**src/rtl/onehot_token_rx.sv**
```systemverilog
// One-hot token pipe receiver: counts arriving pulses, hands them out through valid/pop, returns one credit per pop.
// Tokens are poppable the cycle after arrival. A pop returns a credit exactly CREDIT_LAT cycles later. Arrivals while full are dropped and flagged.
module onehot_token_rx #(
  parameter int DEPTH      = 4,
  parameter int CNT_W      = 3,
  parameter int CREDIT_LAT = 5
) (
  input  logic             clk,
  input  logic             rst,
  input  logic             tok_in,
  input  logic             pop,
  input  logic             clr_err,
  output logic             tok_valid,
  output logic [CNT_W-1:0] occ,
  output logic             credit_out,
  output logic             overflow,
  output logic             err_state
);

  typedef enum logic [1:0] {
    ST_EMPTY = 2'd0,
    ST_HOLD  = 2'd1,
    ST_FULL  = 2'd2,
    ST_ERR   = 2'd3
  } state_t;

  localparam logic [CNT_W-1:0] DEPTH_C = CNT_W'(DEPTH);
  localparam logic [CNT_W-1:0] ONE_C   = CNT_W'(1);

  logic [CNT_W-1:0]      occ_q, occ_d;
  logic                  overflow_q, overflow_d;
  logic [CREDIT_LAT-1:0] credit_q, credit_d;
  state_t                state_q, state_d, occ_state;

  logic pop_eff, acc, drop, full;

  assign full    = (occ_q == DEPTH_C);
  assign pop_eff = pop & (occ_q != '0);
  assign acc     = tok_in & (~full | pop_eff);
  assign drop    = tok_in & ~acc;

  always_comb begin
    occ_d = occ_q;
    if (acc && !pop_eff) begin
      occ_d = occ_q + ONE_C;
    end else if (!acc && pop_eff) begin
      occ_d = occ_q - ONE_C;
    end
  end

  always_comb begin
    overflow_d = overflow_q;
    if (drop) begin
      overflow_d = 1'b1;
    end else if (clr_err) begin
      overflow_d = 1'b0;
    end
  end

  // Credits must never merge, so the chain is a plain shift register of pop pulses.
  generate
    if (CREDIT_LAT == 1) begin : g_credit_one
      assign credit_d = pop_eff;
    end else begin : g_credit_chain
      assign credit_d = {credit_q[CREDIT_LAT-2:0], pop_eff};
    end
  endgenerate

  always_comb begin
    occ_state = ST_HOLD;
    if (occ_d == '0) begin
      occ_state = ST_EMPTY;
    end else if (occ_d == DEPTH_C) begin
      occ_state = ST_FULL;
    end
  end

  always_comb begin
    state_d = state_q;
    case (state_q)
      ST_EMPTY, ST_HOLD, ST_FULL: begin
        state_d = drop ? ST_ERR : occ_state;
      end
      ST_ERR: begin
        if (!drop && clr_err) begin
          state_d = occ_state;
        end
      end
      default: state_d = ST_EMPTY;
    endcase
  end

  always_ff @(posedge clk or negedge rst) begin
    if (!rst) begin
      occ_q      <= '0;
      overflow_q <= 1'b0;
      credit_q   <= '0;
      state_q    <= ST_EMPTY;
    end else begin
      occ_q      <= occ_d;
      overflow_q <= overflow_d;
      credit_q   <= credit_d;
      state_q    <= state_d;
    end
  end

  assign occ        = occ_q;
  assign tok_valid  = (occ_q != '0);
  assign credit_out = credit_q[CREDIT_LAT-1];
  assign overflow   = overflow_q;
  assign err_state  = (state_q == ST_ERR);

endmodule

```
**config.mk**
```make
export PLATFORM = sky130hd
export DESIGN_NAME = onehot_token_rx
export DESIGN_NICKNAME = d
export VERILOG_FILES = /design/src/rtl/onehot_token_rx.sv
export SDC_FILE = /design/constraint.sdc
export NUM_CORES = 1
export LEC_CHECK = 0
export CORE_AREA = 2 2 39 41
export CTS_CLUSTER_DIAMETER = 60
export DETAILED_ROUTE_END_ITERATION = 7
export DIE_AREA = 0 0 41 43
export PLACE_DENSITY = 0.75
export SLEW_MARGIN = 20
export SYNTH_ARGS = -nofsm -noshare
export SYNTH_HDL_FRONTEND = slang
export SYNTH_SLANG_ARGS = --single-unit
```
**constraint.sdc**
```tcl
create_clock -name clk -period 4.4 [get_ports clk]
set_input_delay 1.32 -clock clk [delete_from_list [all_inputs] [get_ports clk]]
set_output_delay 1.32 -clock clk [all_outputs]
set_load 0.005 [all_outputs]
```
==> impl_metrics.py, run 1 <==
metrics = {
    "status": {
        "status": "complete, no violations",
    },
    "sta": {
        "fin_worst_skew_ns": 0.00118,
        "fin_crit_sh_pct": 71.7,
        "setup-tns-final_ns": 0,
        "max_freq_mhz": 317,
        "worst-slew-pin-transition_ns": 0.467,
        "hold_viol": 0,
        "setup_viol": 0,
        "fin_crit_ns": 3.16,
        "grt_setup_unrepaired": "no",
        "slew_headroom_pct": 68.8,
        "slew_viol_final": 0,
    },
    "worst_setup_path": {
        "critPathCaptureType": "primary output",
        "timing.rr.end": "state_q[0]$_DFFE_PN0P_",
        "setup.worst_path.end": "tok_valid",
        "cp.arrival_ns": 1.84,
        "cp-start-kind": "flip-flop",
        "slowest_stage": "clkdlybuf4s50_1",
        "r2r_setup_slack_ns": 2.32,
        "max_stage_delay_ns": 0.53,
        "rr_startpoint": "occ[0]$_DFF_PN0_",
        "path_cells": "inv_1, ha_1, nand2b_1, clkdlybuf4s50_1",
        "r2r_cells": 7,
        "crit_start": "occ[0]$_DFF_PN0_",
        "critPathMaxFanout": 7,
        "crit_type": "reg -> out",
        "required_ns": 3.08,
    },
    "die": {
        "die_h_um": 43,
        "die_w_um": 41,
        "fp.coreArea_um2": 1380,
        "rows": 14,
        "io-pin-count": 12,
        "initial_core_util_pct": 42.3,
        "die-area_um2": 1760,
    },
    "power": {
        "p_leak_nw": 0.323,
        "power.density_nw_per_um2": 626,
        "vdd_drop_max_v": 0.000286,
    },
    "clock_network": {
        "cts.clk_slew.worst_paths_ns": 0.07,
        "cts_root_buf": "clkbuf_4",
        "clock_path_buffers": 2,
        "clock-sinks": 11,
        "cts_tree": "yes",
        "postCtsHoldBufs": 0,
        "cts-buffers-inserted": 3,
        "clock_latency_ns": 0.26,
        "cts_resized": 0,
        "post_cts_buffers": 0,
        "htreeDepth": 1,
    },
    "logic_synthesis": {
        "ys_seq_area_share_pct": 47.0,
        "synth_ff_type": "dfrtp_1",
        "avgSynthCellArea_um2": 10.6,
        "synth_cell_types": 29,
        "synth_nets": 63,
        "syn-cell-area_um2": 586,
        "ys_async_sr_fraction_pct": 100,
        "syn-instance-count": 55,
        "synth_edf_count": 0,
        "ys_ff_latch": 11,
        "yosysWarnings": 0,
    },
    "route": {
        "viasPerCell": 5.46,
        "vias": 459,
        "drc": 0,
        "first_pass_iters": 4,
        "wl_per_cell_um": 13.6,
        "drtIter0Drc": 16,
        "postRouteAntennaNets": 0,
        "wl_um": 1140,
    },
    "global_routing": {
        "grt_first_pass_wirelength_um": 2010,
        "grt_max_degree": 14,
        "grtUsageTotal_pct": 16.9,
        "grt_pass1_vias": 467,
        "antenna_found_initial": 0,
        "overflow": 0,
    },
    "placement": {
        "port_buffers": 11,
        "dp_hpwl_um": 811,
        "place_area_um2": 693,
        "place.gp.congestion": 0.824,
    },
    "finish": {
        "final_util_pct": 52.1,
        "fin_nets": 77,
        "finalInstanceArea_um2": 721,
        "diodes": 0,
        "layout_common_cells": "dfrtp_1 (11), clkdlybuf4s50_1 (11), inv_1 (4)",
        "drive_gt1_share_pct": 16.2,
        "area_growth_syn_to_layout_pct": 23.1,
    },
    "run": {
        "drv_cap": 0,
    },
    "hold_path": {
        "holdCritPathClass": "reg -> reg",
    },
}
worst min-delay path by stage:
stage,depth (start not counted),endpoint,startpoint,slack [ns]
4_1_cts,0,credit_q[2]$_DFF_PN0_,credit_q[1]$_DFF_PN0_,0.35
3_5_place_dp,0,credit_q[2]$_DFF_PN0_,credit_q[1]$_DFF_PN0_,0.34
5_1_grt,0,credit_q[4]$_DFF_PN0_,credit_q[3]$_DFF_PN0_,0.37
6_report,0,credit_q[2]$_DFF_PN0_,credit_q[1]$_DFF_PN0_,0.36
2_1_floorplan,0,credit_q[1]$_DFF_PN0_,credit_q[0]$_DFF_PN0_,0.33
3_3_place_gp,0,credit_q[2]$_DFF_PN0_,credit_q[1]$_DFF_PN0_,0.33
worst max-delay path: cells and delay by family (launching register included):
kind / cells / cell delay (ns)
AND/OR/NAND/NOR: 1 / 0.19
buffers and inverters: 2 / 0.64
adder cells (fa/ha/maj): 1 / 0.30
flip-flops: 1 / 0.44
routing by layer:
| metal | GRT usage, % | share of wire (%) | up-vias |
|---|---|---|---|
| li1 | - | - | 216 |
| met1 | 22.0 | 40 | 218 |
| met2 | 25.9 | 53 | 23 |
| met3 | 3.66 | 6.1 | 2 |
| met4 | 7.33 | 1.1 | 0 |
| met5 | 0 | 0 | - |
sequential cells by signal, indices dropped and copies added (netlist names):
name      cells
credit_q      5
state_q       2
occ           3
overflow      1
area by class of cell:
type	count	area, um2
fillers	123	663
flip-flops and latches	11	275
multi-input cells	36	265
repair buffers	11	110
clock buffers	3	22.5
inverters	6	22.5
well taps	16	20.0
clock inverters	1	5.00
cells by family after synthesis:
logic type | count (synthesis) | share of synthesized area (%)
buf+inv | 8 | 7.69
compound gates | 10 | 13.2
simple gates | 20 | 20.1
flops | 11 | 47.0
fa+ha+maj | 3 | 6.41
mux | 3 | 5.56
metrics by stage:
stage | power, mW | worst slack (ns) | hold slack [ns] | instances
after floorplan | 0.295 | 1.96 | 0.331 | 55
after global placement | 0.375 | 1.22 | 0.332 | 80
after detailed placement | 0.382 | 1.18 | 0.337 | 80
after CTS | 0.454 | 1.23 | 0.354 | 84
after global routing | 0.488 | 1.12 | 0.368 | 84
final | 0.451 | 1.24 | 0.356 | 84
cell usage after synthesis, types with 2 or more instances:
| cell | count | area share (%) |
|---|---|---|
| nand2_1 | 3 | 1.9 |
| dfrtp_1 | 11 | 47 |
| inv_2 | 2 | 1.3 |
| buf_6 | 2 | 3.8 |
| nor2_1 | 3 | 1.9 |
| o21ai_0 | 2 | 1.7 |
| nand2b_1 | 2 | 2.1 |
| inv_1 | 4 | 2.6 |
| ha_1 | 3 | 6.4 |
| o211ai_1 | 2 | 2.6 |
| nand3_1 | 3 | 2.6 |
where the power goes:
group	internal [mW]	total, mW	switching [mW]
clock network	0.0336	0.0664	0.0328
logic	0.121	0.222	0.101
registers	0.134	0.163	0.0291
Power figures use the tool's default switching activity.
==> run 2: changes to the inputs <==
Settings changed: CORE_AREA 2 2 39 41 to unset, CORE_UTILIZATION set to 43, DIE_AREA 0 0 41 43 to unset, PLACE_DENSITY 0.75 to 0.77.
Clock period 4.4 ns to 2.7 ns, I/O delays scaled along.
==> impl_metrics.py, run 2 (synthesis results as in run 1) <==
metrics = {
    "finish": {
        "largest_reg_flops": 5,
        "area_growth_syn_to_layout_pct": 25.2,
        "ff_latch_area_um2": 277,
        "fill_cells": 96,
        "multi_input_area_um2": 265,
        "final_common_cell": "clkdlybuf4s50_1",
        "drive_gt1_share_pct": 18.6,
        "diodes": 0,
        "fin_nets": 79,
        "regMostFlops": "credit_q",
        "layout_common_cells": "clkdlybuf4s50_1 (11), dfrtp_1 (10), inv_1 (4)",
    },
    "placement": {
        "dp_slack_ns": 0.110,
        "place.gp.congestion": 0.769,
        "port_buffers": 11,
        "dp_hpwl_um": 728,
    },
    "worst_setup_path": {
        "path_buf_inv": 2,
        "crit_type": "reg -> out",
        "crit_family": "buffers and inverters",
        "max_stage_delay_ns": 0.52,
        "cp-start-kind": "flip-flop",
        "cp.arrival_ns": 1.77,
        "critPathCaptureType": "primary output",
        "required_ns": 1.89,
        "critPathMaxFanout": 7,
        "path_cells": "inv_1, ha_1, nand2b_1, clkdlybuf4s50_1",
        "slowest_stage": "clkdlybuf4s50_1",
        "crit_cells": 4,
        "r2r_cells": 7,
        "r2r_setup_slack_ns": 0.68,
    },
    "sta": {
        "fin_crit_sh_pct": 95.5,
        "grt_setup_unrepaired": "no",
        "fin_worst_skew_ns": 0.00525,
        "fin_crit_ns": 2.58,
        "setup-tns-final_ns": 0,
        "setup_viol": 0,
        "slew_headroom_pct": 68.8,
        "fin_ws_ns": 0.121,
        "worst-slew-pin-transition_ns": 0.467,
        "holdWs_ns": 0.345,
        "hold_viol": 0,
        "max_freq_mhz": 388,
        "slew_viol_final": 0,
    },
    "clock_network": {
        "cts_root_buf": "clkbuf_4",
        "clock-sinks": 11,
        "cts-buffers-inserted": 3,
        "clock_path_buffers": 2,
        "cts.clk_slew.worst_paths_ns": 0.07,
        "clock_latency_ns": 0.26,
        "htreeDepth": 1,
        "cts_tree": "yes",
        "postCtsHoldBufs": 0,
    },
    "power": {
        "vdd_drop_max_v": 0.000567,
        "power.density_nw_per_um2": 992,
        "p_leak_nw": 0.328,
    },
    "route": {
        "first_pass_iters": 4,
        "postRouteAntennaNets": 0,
        "drc": 0,
        "wl_per_cell_um": 11.5,
        "vias": 442,
        "wl_um": 962,
        "drtIter0Drc": 7,
        "viasPerCell": 5.26,
    },
    "global_routing": {
        "grt_pass1_vias": 400,
        "grt_max_degree": 12,
        "overflow": 0,
        "grt_first_pass_wirelength_um": 1700,
        "grtUsageTotal_pct": 17.4,
        "antenna_found_initial": 0,
    },
    "die": {
        "fp.coreArea_um2": 1190,
        "rows": 12,
        "io-pin-count": 12,
        "die_h_um": 38.9,
        "die_w_um": 38.9,
        "die-area_um2": 1510,
        "initial_core_util_pct": 49.4,
    },
    "hold_path": {
        "holdCritPathClass": "reg -> reg",
        "whs_path_depth": 0,
    },
    "status": {
        "status": "complete, no violations",
    },
    "run": {
        "drv_cap": 0,
    },
}
-- run 2: where the power goes --
group          switching [mW]  internal, mW
registers              0.0467         0.220
clock network          0.0507        0.0571
logic                   0.151         0.202
-- run 2: path summary, 6_finish.rpt --
kind,startpoint,end
max,occ[1]$_DFF_PN0_,tok_valid
max in group asynchronous,rst,occ[0]$_DFF_PN0_
min in group asynchronous,rst,overflow$_DFFE_PN0P_
min,credit_q[2]$_DFF_PN0_,credit_q[3]$_DFF_PN0_
max reg2reg,occ[0]$_DFF_PN0_,state_q[1]$_DFFE_PN0P_
min reg2reg,credit_q[2]$_DFF_PN0_,credit_q[3]$_DFF_PN0_
-- run 2: worst reg2reg max path, delay by kind of cell (launching register included) --
kind | cells | cell delay [ns]
AO/OA/AOI/OAI | 3 | 0.72
adder cells (fa/ha/maj) | 1 | 0.32
buffers and inverters | 2 | 0.27
flip-flops | 1 | 0.44
AND/OR/NAND/NOR | 1 | 0.16
-- run 2: routing by layer --
metal	track usage, %	vias up	share of wire (%)
li1	-	222	-
met3	8.67	0	5.6
met5	0	-	0
met2	24.2	12	42
met4	5.17	0	0
met1	23.4	208	52
-- run 2: cell type report --
class,count,area share [%]
timing repair buffer,13,17.1
sequential,11,37.7
clock buffer,4,3.58
inverter,6,3.07
tap,14,2.39
multi-input combinational,36,36.2
-- run 2: repair_timing --
action / CTS / global route
hold endpoints to repair: 0 / 0
buffers inserted: 0 / 1
endpoints found under the setup margin: 0 / 1
gates resized for setup: 0 / 1
-- run 2: through the flow --
| step | util (%) | power [mW] | std cells | area, um2 |
|---|---|---|---|---|
| floorplan | - | 0.480 | 55 | 586 |
| global placement | 58.9 | 0.611 | 79 | 698 |
| detailed placement | 58.9 | 0.615 | 79 | 698 |
| CTS | 61.1 | 0.725 | 83 | 724 |
| global route | 61.8 | 0.802 | 84 | 733 |
| finish | 61.8 | 0.728 | 84 | 733 |
==> run 3: changes to the inputs <==
Settings changed: CAP_MARGIN set to 40, CORE_UTILIZATION 43 to 40, PLACE_DENSITY 0.77 to 0.72.
==> impl_metrics.py, run 3 (synthesis results as in run 1) <==
metrics = {
    "hold_path": {
        "holdCritPathClass": "reg -> reg",
        "holdCritStartpoint": "credit_q[0]$_DFF_PN0_",
        "whs_path_depth": 0,
        "whs_endpoint": "credit_q[1]$_DFF_PN0_",
    },
    "finish": {
        "regMostFlops": "credit_q",
        "diodes": 0,
        "final_cells": 86,
        "drive_gt1_share_pct": 18.3,
        "fill_cells": 136,
        "largest_reg_flops": 5,
        "area_growth_syn_to_layout_pct": 26.5,
        "fin_nets": 80,
        "layout_common_cells": "dfrtp_1 (11), clkdlybuf4s50_1 (11), inv_1 (4)",
    },
    "global_routing": {
        "overflow": 0,
        "grtUsageTotal_pct": 17.8,
        "grt_pass1_vias": 426,
        "grt_first_pass_wirelength_um": 1880,
        "grt_max_degree": 12,
        "antenna_found_initial": 0,
    },
    "clock_network": {
        "postCtsHoldBufs": 0,
        "cts_resized": 0,
        "post_cts_buffers": 0,
        "htreeDepth": 1,
        "cts.clk_slew.worst_paths_ns": 0.06,
        "cts_tree": "yes",
        "cts-buffers-inserted": 3,
        "cts_root_buf": "clkbuf_4",
        "clock_latency_ns": 0.26,
        "clock_path_buffers": 2,
        "clock-sinks": 11,
    },
    "sta": {
        "fin_crit_sh_pct": 95.0,
        "slew_headroom_pct": 69.2,
        "slew_viol_final": 0,
        "fin_worst_skew_ns": 0.00454,
        "max_freq_mhz": 390,
        "setup-tns-final_ns": 0,
        "grt_setup_unrepaired": "no",
        "holdWs_ns": 0.348,
        "fin_crit_ns": 2.57,
        "setup_viol": 0,
        "fin_ws_ns": 0.134,
        "hold_viol": 0,
        "worst-slew-pin-transition_ns": 0.461,
    },
    "route": {
        "drtIter0Drc": 1,
        "postRouteAntennaNets": 0,
        "drc": 0,
        "first_pass_iters": 2,
        "wl_um": 1170,
        "viasPerCell": 5.06,
        "wl_per_cell_um": 13.6,
        "vias": 435,
    },
    "worst_setup_path": {
        "crit_type": "reg -> out",
        "cp-start-kind": "flip-flop",
        "critPathCaptureType": "primary output",
        "required_ns": 1.89,
        "r2r_cells": 8,
        "r2r_setup_slack_ns": 0.60,
        "critPathMaxFanout": 6,
        "cp.arrival_ns": 1.76,
        "rr_startpoint": "occ[0]$_DFF_PN0_",
        "timing.rr.end": "state_q[0]$_DFFE_PN0P_",
    },
    "die": {
        "rows": 13,
        "io-pin-count": 12,
        "die-area_um2": 1620,
        "initial_core_util_pct": 43.9,
        "die_h_um": 40.3,
        "die_w_um": 40.3,
        "fp.coreArea_um2": 1330,
    },
    "run": {
        "drv_cap": 0,
    },
    "placement": {
        "dp_hpwl_um": 892,
        "dp_slack_ns": 0.123,
        "place.gp.congestion": 0.749,
        "port_buffers": 11,
        "post-place-cells": 82,
    },
    "status": {
        "status": "complete, no violations",
    },
    "power": {
        "power.density_nw_per_um2": 1000,
        "p_leak_nw": 0.335,
        "vdd_drop_max_v": 0.000425,
        "power_uw": 743,
    },
}
-- run 3: final cells by class --
class / instances / area (um2) / area share (%)
clock buffers: 4 / 26.3 / 3.55
inverters: 6 / 22.5 / 3.04
multi-input cells: 36 / 265 / 35.8
flip-flops and latches: 11 / 275 / 37.2
well taps: 15 / 18.8 / 2.53
repair buffers: 14 / 133 / 17.9
-- run 3: worst max-delay path, stage by stage (launching register included) --
cell	delay, ns
dfrtp_1	0.47
inv_1	0.12
ha_1	0.22
nand2b_1	0.16
clkdlybuf4s50_1	0.53
-- run 3: power by group --
group          leakage [nW]  internal, mW  switching (mW)
logic                 0.189         0.204           0.160
registers             0.131         0.219          0.0536
clock network        0.0150        0.0571          0.0505
total                 0.335         0.480           0.264
-- run 3: per-layer routing --
| metal | track usage (%) | routed length [um] |
|---|---|---|
| met1 | 23.0 | 561 |
| met2 | 30.2 | 567 |
| met3 | 5.00 | 40 |
| met4 | 2.50 | 0 |
| met5 | 0 | 0 |
-- run 3: stage by stage --
stage | util (%) | area [um2]
6_report | 55.5 | 741
3_5_place_dp | 53.6 | 714
2_1_floorplan | - | 586
5_1_grt | 55.5 | 741
4_1_cts | 55.5 | 741
3_3_place_gp | 53.6 | 714
-- run 3: worst max path at each step --
stage | depth (start not counted) | startpoint | to
6_report | 4 | occ[0]$_DFF_PN0_ | tok_valid
3_5_place_dp | 6 | tok_in | state_q[0]$_DFFE_PN0P_
5_1_grt | 4 | occ[0]$_DFF_PN0_ | tok_valid
3_3_place_gp | 6 | tok_in | state_q[0]$_DFFE_PN0P_
4_1_cts | 4 | occ[0]$_DFF_PN0_ | tok_valid
2_1_floorplan | 6 | tok_in | state_q[0]$_DFFE_PN0P_
